[config.mk]
export PLATFORM = sky130hd
export DESIGN_NAME = qar_timer
export DESIGN_NICKNAME = d
export VERILOG_FILES = /design/src/rtl/qar_timer_pkg.sv /design/src/rtl/qar_prescaler.sv /design/src/rtl/qar_timer.sv
export SDC_FILE = /design/constraint.sdc
export NUM_CORES = 1
export LEC_CHECK = 0
export ABC_AREA = 1
export BUFFER_PORTS_ARGS = -buffer_cell sky130_fd_sc_hd__buf_2
export CAP_MARGIN = 10
export CORE_AREA = 2 2 193 195
export CTS_CLUSTER_SIZE = 30
export DETAILED_ROUTE_END_ITERATION = 16
export DIE_AREA = 0 0 195 197
export SLEW_MARGIN = 20
export SYNTH_ARGS = -nofsm -noshare
export SYNTH_HDL_FRONTEND = slang
export SYNTH_HIERARCHICAL = 1
export SYNTH_SLANG_ARGS = --single-unit
export TNS_END_PERCENT = 30
[constraint.sdc]
create_clock -name clk -period 7 [get_ports clk]
set_input_delay 0.7 -clock clk [delete_from_list [all_inputs] [get_ports clk]]
set_output_delay 0.7 -clock clk [all_outputs]
set_load 0.02 [all_outputs]
[src/rtl/qar_timer_pkg.sv]
// qar_timer_pkg: register word indices, CTRL/STATUS bit positions and bus FSM states
package qar_timer_pkg;

    localparam logic [2:0] OFF_CTRL     = 3'd0;
    localparam logic [2:0] OFF_STATUS   = 3'd1;
    localparam logic [2:0] OFF_PRESCALE = 3'd2;
    localparam logic [2:0] OFF_MTIME_LO = 3'd3;
    localparam logic [2:0] OFF_MTIME_HI = 3'd4;
    localparam logic [2:0] OFF_CMP_LO   = 3'd5;
    localparam logic [2:0] OFF_CMP_HI   = 3'd6;

    localparam int CTRL_EN        = 0;
    localparam int CTRL_IRQ_EN    = 1;
    localparam int CTRL_AUTO      = 2;
    localparam int STATUS_PENDING = 0;

    typedef enum logic {ST_IDLE, ST_RESP} bus_state_t;

endpackage

[src/rtl/qar_prescaler.sv]
// qar_prescaler: free-running divider that ticks once every reload+1 enabled clocks
module qar_prescaler #(
    parameter int WIDTH = 16
) (
    input  logic             clk,
    input  logic             rst_n,
    input  logic             en,
    input  logic             clr,
    input  logic [WIDTH-1:0] reload,
    output logic             tick
);

    logic [WIDTH-1:0] cnt;

    assign tick = en && !clr && (cnt == reload);

    always_ff @(posedge clk or negedge rst_n) begin
        if (!rst_n)
            cnt <= '0;
        else
            cnt <= (!en || clr || cnt == reload) ? '0 : cnt + 1'b1;
    end

endmodule

[src/rtl/qar_timer.sv]
// qar_timer: memory-mapped 64-bit machine timer with compare interrupt
module qar_timer
    import qar_timer_pkg::*;
#(
    parameter logic [31:0] BASE_ADDR      = 32'h0000_0400,
    parameter int          PRESCALE_WIDTH = 16
) (
    input  logic        clk,
    input  logic        rst_n,
    input  logic        mem_valid,
    input  logic        mem_we,
    input  logic [31:0] mem_addr,
    input  logic [31:0] mem_wdata,
    output logic        mem_ready,
    output logic [31:0] mem_rdata,
    output logic        irq_timer,
    input  logic        irq_timer_ack
);

    bus_state_t                state, state_nx;
    logic                      hit, accept, wr, rd;
    logic [2:0]                idx;
    logic [2:0]                ctrl, ctrl_nx;
    logic                      pending, pending_nx, irq_q;
    logic [PRESCALE_WIDTH-1:0] prescale;
    logic [63:0]               mtime, mtime_nx, cmp;
    logic [31:0]               shadow, rdata_q, rd_val;
    logic                      tick, match;
    logic                      unused;

    assign unused = &{1'b0, mem_addr[1:0]};

    assign hit    = mem_valid && (mem_addr[31:5] == BASE_ADDR[31:5]);
    assign accept = (state == ST_IDLE) && hit;
    assign wr     = accept && mem_we;
    assign rd     = accept && !mem_we;
    assign idx    = mem_addr[4:2];

    always_comb state_nx = (state == ST_IDLE && hit) ? ST_RESP : ST_IDLE;

    assign mem_ready = (state == ST_RESP);
    assign mem_rdata = mem_ready ? rdata_q : '0;
    assign irq_timer = irq_q;

    always_comb begin
        rd_val = '0;
        case (idx)
            OFF_CTRL:     rd_val[2:0] = ctrl;
            OFF_STATUS:   rd_val[STATUS_PENDING] = pending;
            OFF_PRESCALE: rd_val[PRESCALE_WIDTH-1:0] = prescale;
            OFF_MTIME_LO: rd_val = mtime[31:0];
            OFF_MTIME_HI: rd_val = shadow;
            OFF_CMP_LO:   rd_val = cmp[31:0];
            OFF_CMP_HI:   rd_val = cmp[63:32];
            default:      rd_val = '0;
        endcase
    end

    qar_prescaler #(.WIDTH(PRESCALE_WIDTH)) u_prescaler (
        .clk    (clk),
        .rst_n  (rst_n),
        .en     (ctrl[CTRL_EN]),
        .clr    (wr && idx == OFF_PRESCALE),
        .reload (prescale),
        .tick   (tick)
    );

    assign match   = ctrl[CTRL_EN] && (mtime >= cmp);
    assign ctrl_nx = (wr && idx == OFF_CTRL) ? mem_wdata[2:0] : ctrl;
    // Setting wins over ack and W1C so a live match is never lost.
    assign pending_nx = match ||
        (pending && !(irq_timer_ack || (wr && idx == OFF_STATUS && mem_wdata[STATUS_PENDING])));

    always_comb begin
        mtime_nx = mtime;
        if (wr && idx == OFF_MTIME_LO)
            mtime_nx[31:0] = mem_wdata;
        else if (wr && idx == OFF_MTIME_HI)
            mtime_nx[63:32] = mem_wdata;
        else if (tick)
            mtime_nx = (ctrl[CTRL_AUTO] && match) ? 64'd0 : mtime + 64'd1;
    end

    always_ff @(posedge clk or negedge rst_n) begin
        if (!rst_n) begin
            state    <= ST_IDLE;
            ctrl     <= '0;
            pending  <= 1'b0;
            irq_q    <= 1'b0;
            prescale <= '0;
            mtime    <= '0;
            cmp      <= '0;
            shadow   <= '0;
            rdata_q  <= '0;
        end else begin
            state   <= state_nx;
            ctrl    <= ctrl_nx;
            pending <= pending_nx;
            irq_q   <= pending_nx && ctrl_nx[CTRL_IRQ_EN];
            mtime   <= mtime_nx;
            if (wr && idx == OFF_PRESCALE)
                prescale <= mem_wdata[PRESCALE_WIDTH-1:0];
            if (wr && idx == OFF_CMP_LO)
                cmp[31:0] <= mem_wdata;
            if (wr && idx == OFF_CMP_HI)
                cmp[63:32] <= mem_wdata;
            if (rd && idx == OFF_MTIME_LO)
                shadow <= mtime[63:32];
            if (accept)
                rdata_q <= mem_we ? '0 : rd_val;
        end
    end

endmodule

[Yosys cells after proc, flatten, opt, wreduce, memory -nomap -nowiden]
Cells that the tools add are included.
Word-level totals
  flip-flop bits (word level): 230
  input bits: 69
  output and inout bits: 34
  logic and storage cells: 73
Operators by class
  add/sub/neg operators: 2
  magnitude comparators: 1
  equal/unequal tests: 9
  muxes and demuxes: 14
  bitwise operators: 2
  reduce and logical (&&, ||, !) cells: 32
Operators with widths (number)
  2-to-1 mux 32 bit: 5
  2-to-1 mux 64 bit: 2
  case mux 13 bit (5 select lines): 1
  adder 64 x 1 -> 64 bit, second input constant: 1
  >= comparator 64 bit: 1
  case mux 16 bit (4 select lines): 1
  == test 27 x 6 -> 1 bit, second input constant: 1
  logical AND 1 bit: 19
  adder 16 x 1 -> 16 bit, second input constant: 1
  == test 16 bit: 1
  2-to-1 mux 16 bit: 1
  case mux 2 bit (6 select lines): 1
  == test 3 bit, second input constant: 3
  case mux 1 bit (7 select lines): 1
  == test 3 x 2 -> 1 bit, second input constant: 2
  logical NOT 1 bit: 4
  logical OR 1 bit: 4
  AND reduction 2 bit: 2
  nonzero test 2 bit: 2
  == test 3 x 1 -> 1 bit, second input constant: 1
  logical NOT 3 bit: 1
  2-to-1 mux 2 bit: 1
  inequality test 2 bit, second input constant: 1
  inverter 1 bit: 2
  2-to-1 mux 1 bit: 1

[Logic depth before layout (Yosys ltp)]
  depth after elaboration: 11
  mapped depth: 20
  depth with buffers taken out: 18

[Modules after synthesis]
The synthesis kept the hierarchy.
By module, submodules not included
  qar_timer: times used 1, cells each 1874, area an instance 13590.5 sq um, seq. area each 5355.1 sq um
  qar_prescaler: times used 1, cells each 181, area an instance 1178.6 sq um, seq. area each 400.4 sq um

[Least setup slack after synthesis]
Ideal clock, no wire load.
  path kind: input port to flip-flop
  start point: in mem_addr[4]
  end point: reg mtime[51]
  arrival time: 2.580 ns
  required time: 6.923 ns
  slack: 4.343 ns
  cell stages on the path: 14
  buffers on the path: 3
  cells stage by stage: clkbuf_2 -> nor3_2 -> inv_2 -> nor2_4 -> buf_2 -> nor2_1 -> inv_1 -> nor2_1 -> inv_1 -> nand2_2 -> nand2_1 -> buf_2 -> nor2_1 -> a21oi_1
On the way
  word-level cells in the longest chain between the ends: 7
  elaborated cells between the ends (all ways): 13
  classes of those cells: 3 x eq/ne; 1 x mux; 1 x bitwise; 8 x reduce/logical
Ends and longest elaborated chain
  start, declared: line qar_timer.sv:12  | input logic [31:0] mem_addr,
  == test 3 x 2 -> 1 bit: line qar_timer.sv:63  | .clr (wr && idx == OFF_PRESCALE),
  logical AND 1 bit: line qar_timer.sv:63
  logical NOT 1 bit: line qar_prescaler.sv:15  | assign tick = en && !clr && (cnt == reload);
  logical AND 1 bit (2 in a row): line qar_prescaler.sv:15
  named net tick: line qar_timer.sv:28  | logic tick, match;
  nonzero test 2 bit (no source line)
  AND reduction 2 bit (no source line)
  end signal, assigned: line qar_timer.sv:100  | mtime <= mtime_nx;
  end, declared: line qar_timer.sv:26  | logic [63:0] mtime, mtime_nx, cmp;
The timed path passes the listed nets, and every way through them passes these cells.
A chain may end at the register's enable or synchronous reset.

[Final worst setup path]
  start point: reg mtime[31]
  end point: reg mtime[20]
On the way
  word-level cells in the longest chain between the ends: 7
Ends and longest elaborated chain
  >= comparator 64 bit: line qar_timer.sv:68  | assign match = ctrl[CTRL_EN] && (mtime >= cmp);
  logical AND 1 bit: line qar_timer.sv:68
  logical AND 1 bit: line qar_timer.sv:81  | mtime_nx = (ctrl[CTRL_AUTO] && match) ? 64'd0 : mtime + 64'd1;
  2-to-1 mux 64 bit: line qar_timer.sv:81
  2-to-1 mux 64 bit: line qar_timer.sv:80  | else if (tick)
  2-to-1 mux 32 bit: line qar_timer.sv:78  | else if (wr && idx == OFF_MTIME_HI)
  2-to-1 mux 32 bit: line qar_timer.sv:76  | if (wr && idx == OFF_MTIME_LO)
Every way passes these cells. The select of a mux whose other input is x is not followed.

==> qor.csv <==
metric,value,unit
setup_viol,0,
clock_skew,0.0122,ns
timing.max_cap.violations,0,
required,7.41,ns
syn-cell-area,0.0148,mm2
crit_start,mtime[31],
fillers,3773,
routed_wl,50500,um
cts_resized,0,
cts_tree,yes,
drt_pass1_iterations,6,
diodes,0,
max_slew_margin,0.219,
drc,0,
cts_max_level,1,
grtUsageTotal,0.264,
synth_top_flop_cell,dfrtp_1,
power.leakage,7.67,nW
gr-total-overflow,0,
min_period,4.08,ns
min_path_type,in2async,
syn_inst,2055,
grt_pass1_wl,78600,um
path_class,reg2reg,
synthesis.nets,2190,
coreArea,0.0363,mm2
ios,103,
numCtsBuffers,28,
r2r-start,mtime[31],
setup_tns,0,ns
die_h,197,um
avgSynthCellArea,7.19,um2
die_w,195,um
antenna_found_initial,1,
synth-seq-cells,230,
worst_slack,2.92,ns
portBuffers,100,
row_count,70,
finalMaxSlewViolations,0,
timing.hold.ws,0.0799,ns
rsz0062_at_grt,no,
ys_seq_area_frac,0.390,
dp_hpwl,37200,um
vias,13913,
status,finished clean,
synthDistinctLibCells,44,
r2r_slack,2.92,ns
synth_edf_count,0,
crit_arrival,4.49,ns
cts_root_buffer,clkbuf_16,
clk_latency,0.57,ns
layout-drive-gt1-share,0.101,
critPathMaxFanout,36,
ant_nets,0,
grt_max_degree,154,
wl_per_cell,19.3,um
fmax,0.245,GHz
viasPerCell,5.32,
worst_slew_pin_slew,1.17,ns
cts_hold_buf,0,
cts_setup_buffers,0,
nNetsFinal,2262,
gp_congestion,0.951,
place_ws,2.76,ns
yosysWarnings,6,
max-vdd-ir-drop,0.165,mV
start_util,0.407,
clkTransAtPathRegs,0.06,ns
end_kind,flip-flop,
grt_pass1_vias,13407,
async_reset_ff_frac,1.00,
die_area,0.0384,mm2
clock_path_buffers,3,
timing.final.crit_share,0.583,
hold_viol,0,
areaGrowthSynthToFinish,12.0,%
drtIter0Drc,1161,
start_kind,flip-flop,
p_per_area,174,mW/mm2
clock_sinks,230,
final cells by class:
class	count	area, um2	share of cell area
well taps	468	586	0.0354
clock buffers	41	790	0.0477
clock inverters	8	108	0.00651
repair buffers	117	651	0.0393
inverters	269	1010	0.0610
flip-flops and latches	230	5760	0.348
multi-input cells	1481	7640	0.462
registers in the layout, indices dropped and copies added, names as in the netlist:
name and cells:
rdata_q 32, u_prescaler/cnt 16, pending 1, shadow 32, mem_ready 1, irq_timer 1, mtime 64, prescale 16
ctrl 3, cmp 64
where the power goes:
group          total [mW]  internal, mW  leakage [nW]  switching [mW]
sequential           1.33          1.33          3.17    0.0000000279
combinational       0.103        0.0237          4.06          0.0789
clock                1.45         0.851         0.436           0.595
total                2.88          2.20          7.67           0.674
cell families (layout without fill, tap and decap cells):
family / after synthesis / in the layout / share of synthesized area
AO/OA/AOI/OAI: 371 / 371 / 0.143
adder cells (fa/ha/maj): 66 / 66 / 0.0559
flip-flops: 230 / 230 / 0.390
buffers and inverters: 344 / 435 / 0.0934
XOR/XNOR: 66 / 66 / 0.0391
AND/OR/NAND/NOR: 978 / 978 / 0.279
cell usage in the layout (no fill, tap or decap), types with 46 or more instances in the layout:
cell type / n
inv_1: 253
nor2_1: 249
dfrtp_1: 230
o21ai_0: 96
buf_2: 99
xor2_1: 57
ha_1: 66
nand3_1: 102
nor3_1: 46
o21ai_1: 83
a21oi_1: 90
nand2_1: 498
critical path, stage by stage, from the launching register on:
cell      delay, ns
dfrtp_1        0.51
ha_1           0.36
nand2_1        0.07
nor2_1         0.26
nand4_1        0.24
a21oi_1        0.32
nor2_1         0.07
nand2_1        0.07
nand2_1        0.04
nand2_1        0.14
nand3_2        0.71
nand2_2        0.95
o21bai_1       0.14
cell usage after synthesis (22+ instances only):
cell type / count / area share
o21bai_1: 29 / 0.015
o21ai_1: 83 / 0.028
ha_1: 66 / 0.056
nand2_1: 498 / 0.13
a21oi_1: 90 / 0.030
xor2_1: 57 / 0.034
clkbuf_1: 30 / 0.0076
buf_2: 38 / 0.013
a221oi_1: 22 / 0.013
o21ai_0: 96 / 0.033
inv_1: 254 / 0.065
nor3_1: 46 / 0.016
nand4_1: 23 / 0.0097
o22ai_1: 31 / 0.013
nor2_1: 250 / 0.064
nand3_1: 102 / 0.035
dfrtp_1: 230 / 0.39
routing by layer:
layer  global-route usage  vias up  routed length [um]
li1                     -     6809                   -
met1                0.359     6596               23000
met2                0.426      431               22900
met3               0.0561       75                3350
met4               0.0761        2                1330
met5                    0        -                  13
through the flow:
step | cell area (um2) | power (mW) | util | instances
3_3_place_gp | 15600 | 1.46 | 0.431 | 2563
3_5_place_dp | 15600 | 1.46 | 0.431 | 2563
6_report | 16500 | 2.88 | 0.456 | 2614
4_1_cts | 16500 | 2.90 | 0.456 | 2612
5_1_grt | 16500 | 2.96 | 0.456 | 2614
2_1_floorplan | 14800 | 1.38 | - | 2055
path summary, 6_finish.rpt:
| kind | cells past startpoint | end |
|---|---|---|
| setup / recovery | 12 | mtime[20] |
| hold / removal | 1 | u_prescaler/cnt[14] |
| setup reg to reg | 12 | mtime[20] |
| hold reg to reg | 2 | shadow[23] |
| max in group asynchronous | 2 | cmp[22] |
| min in group clk | 3 | prescale[3] |
No activity file was read; power rests on OpenSTA's default activity.
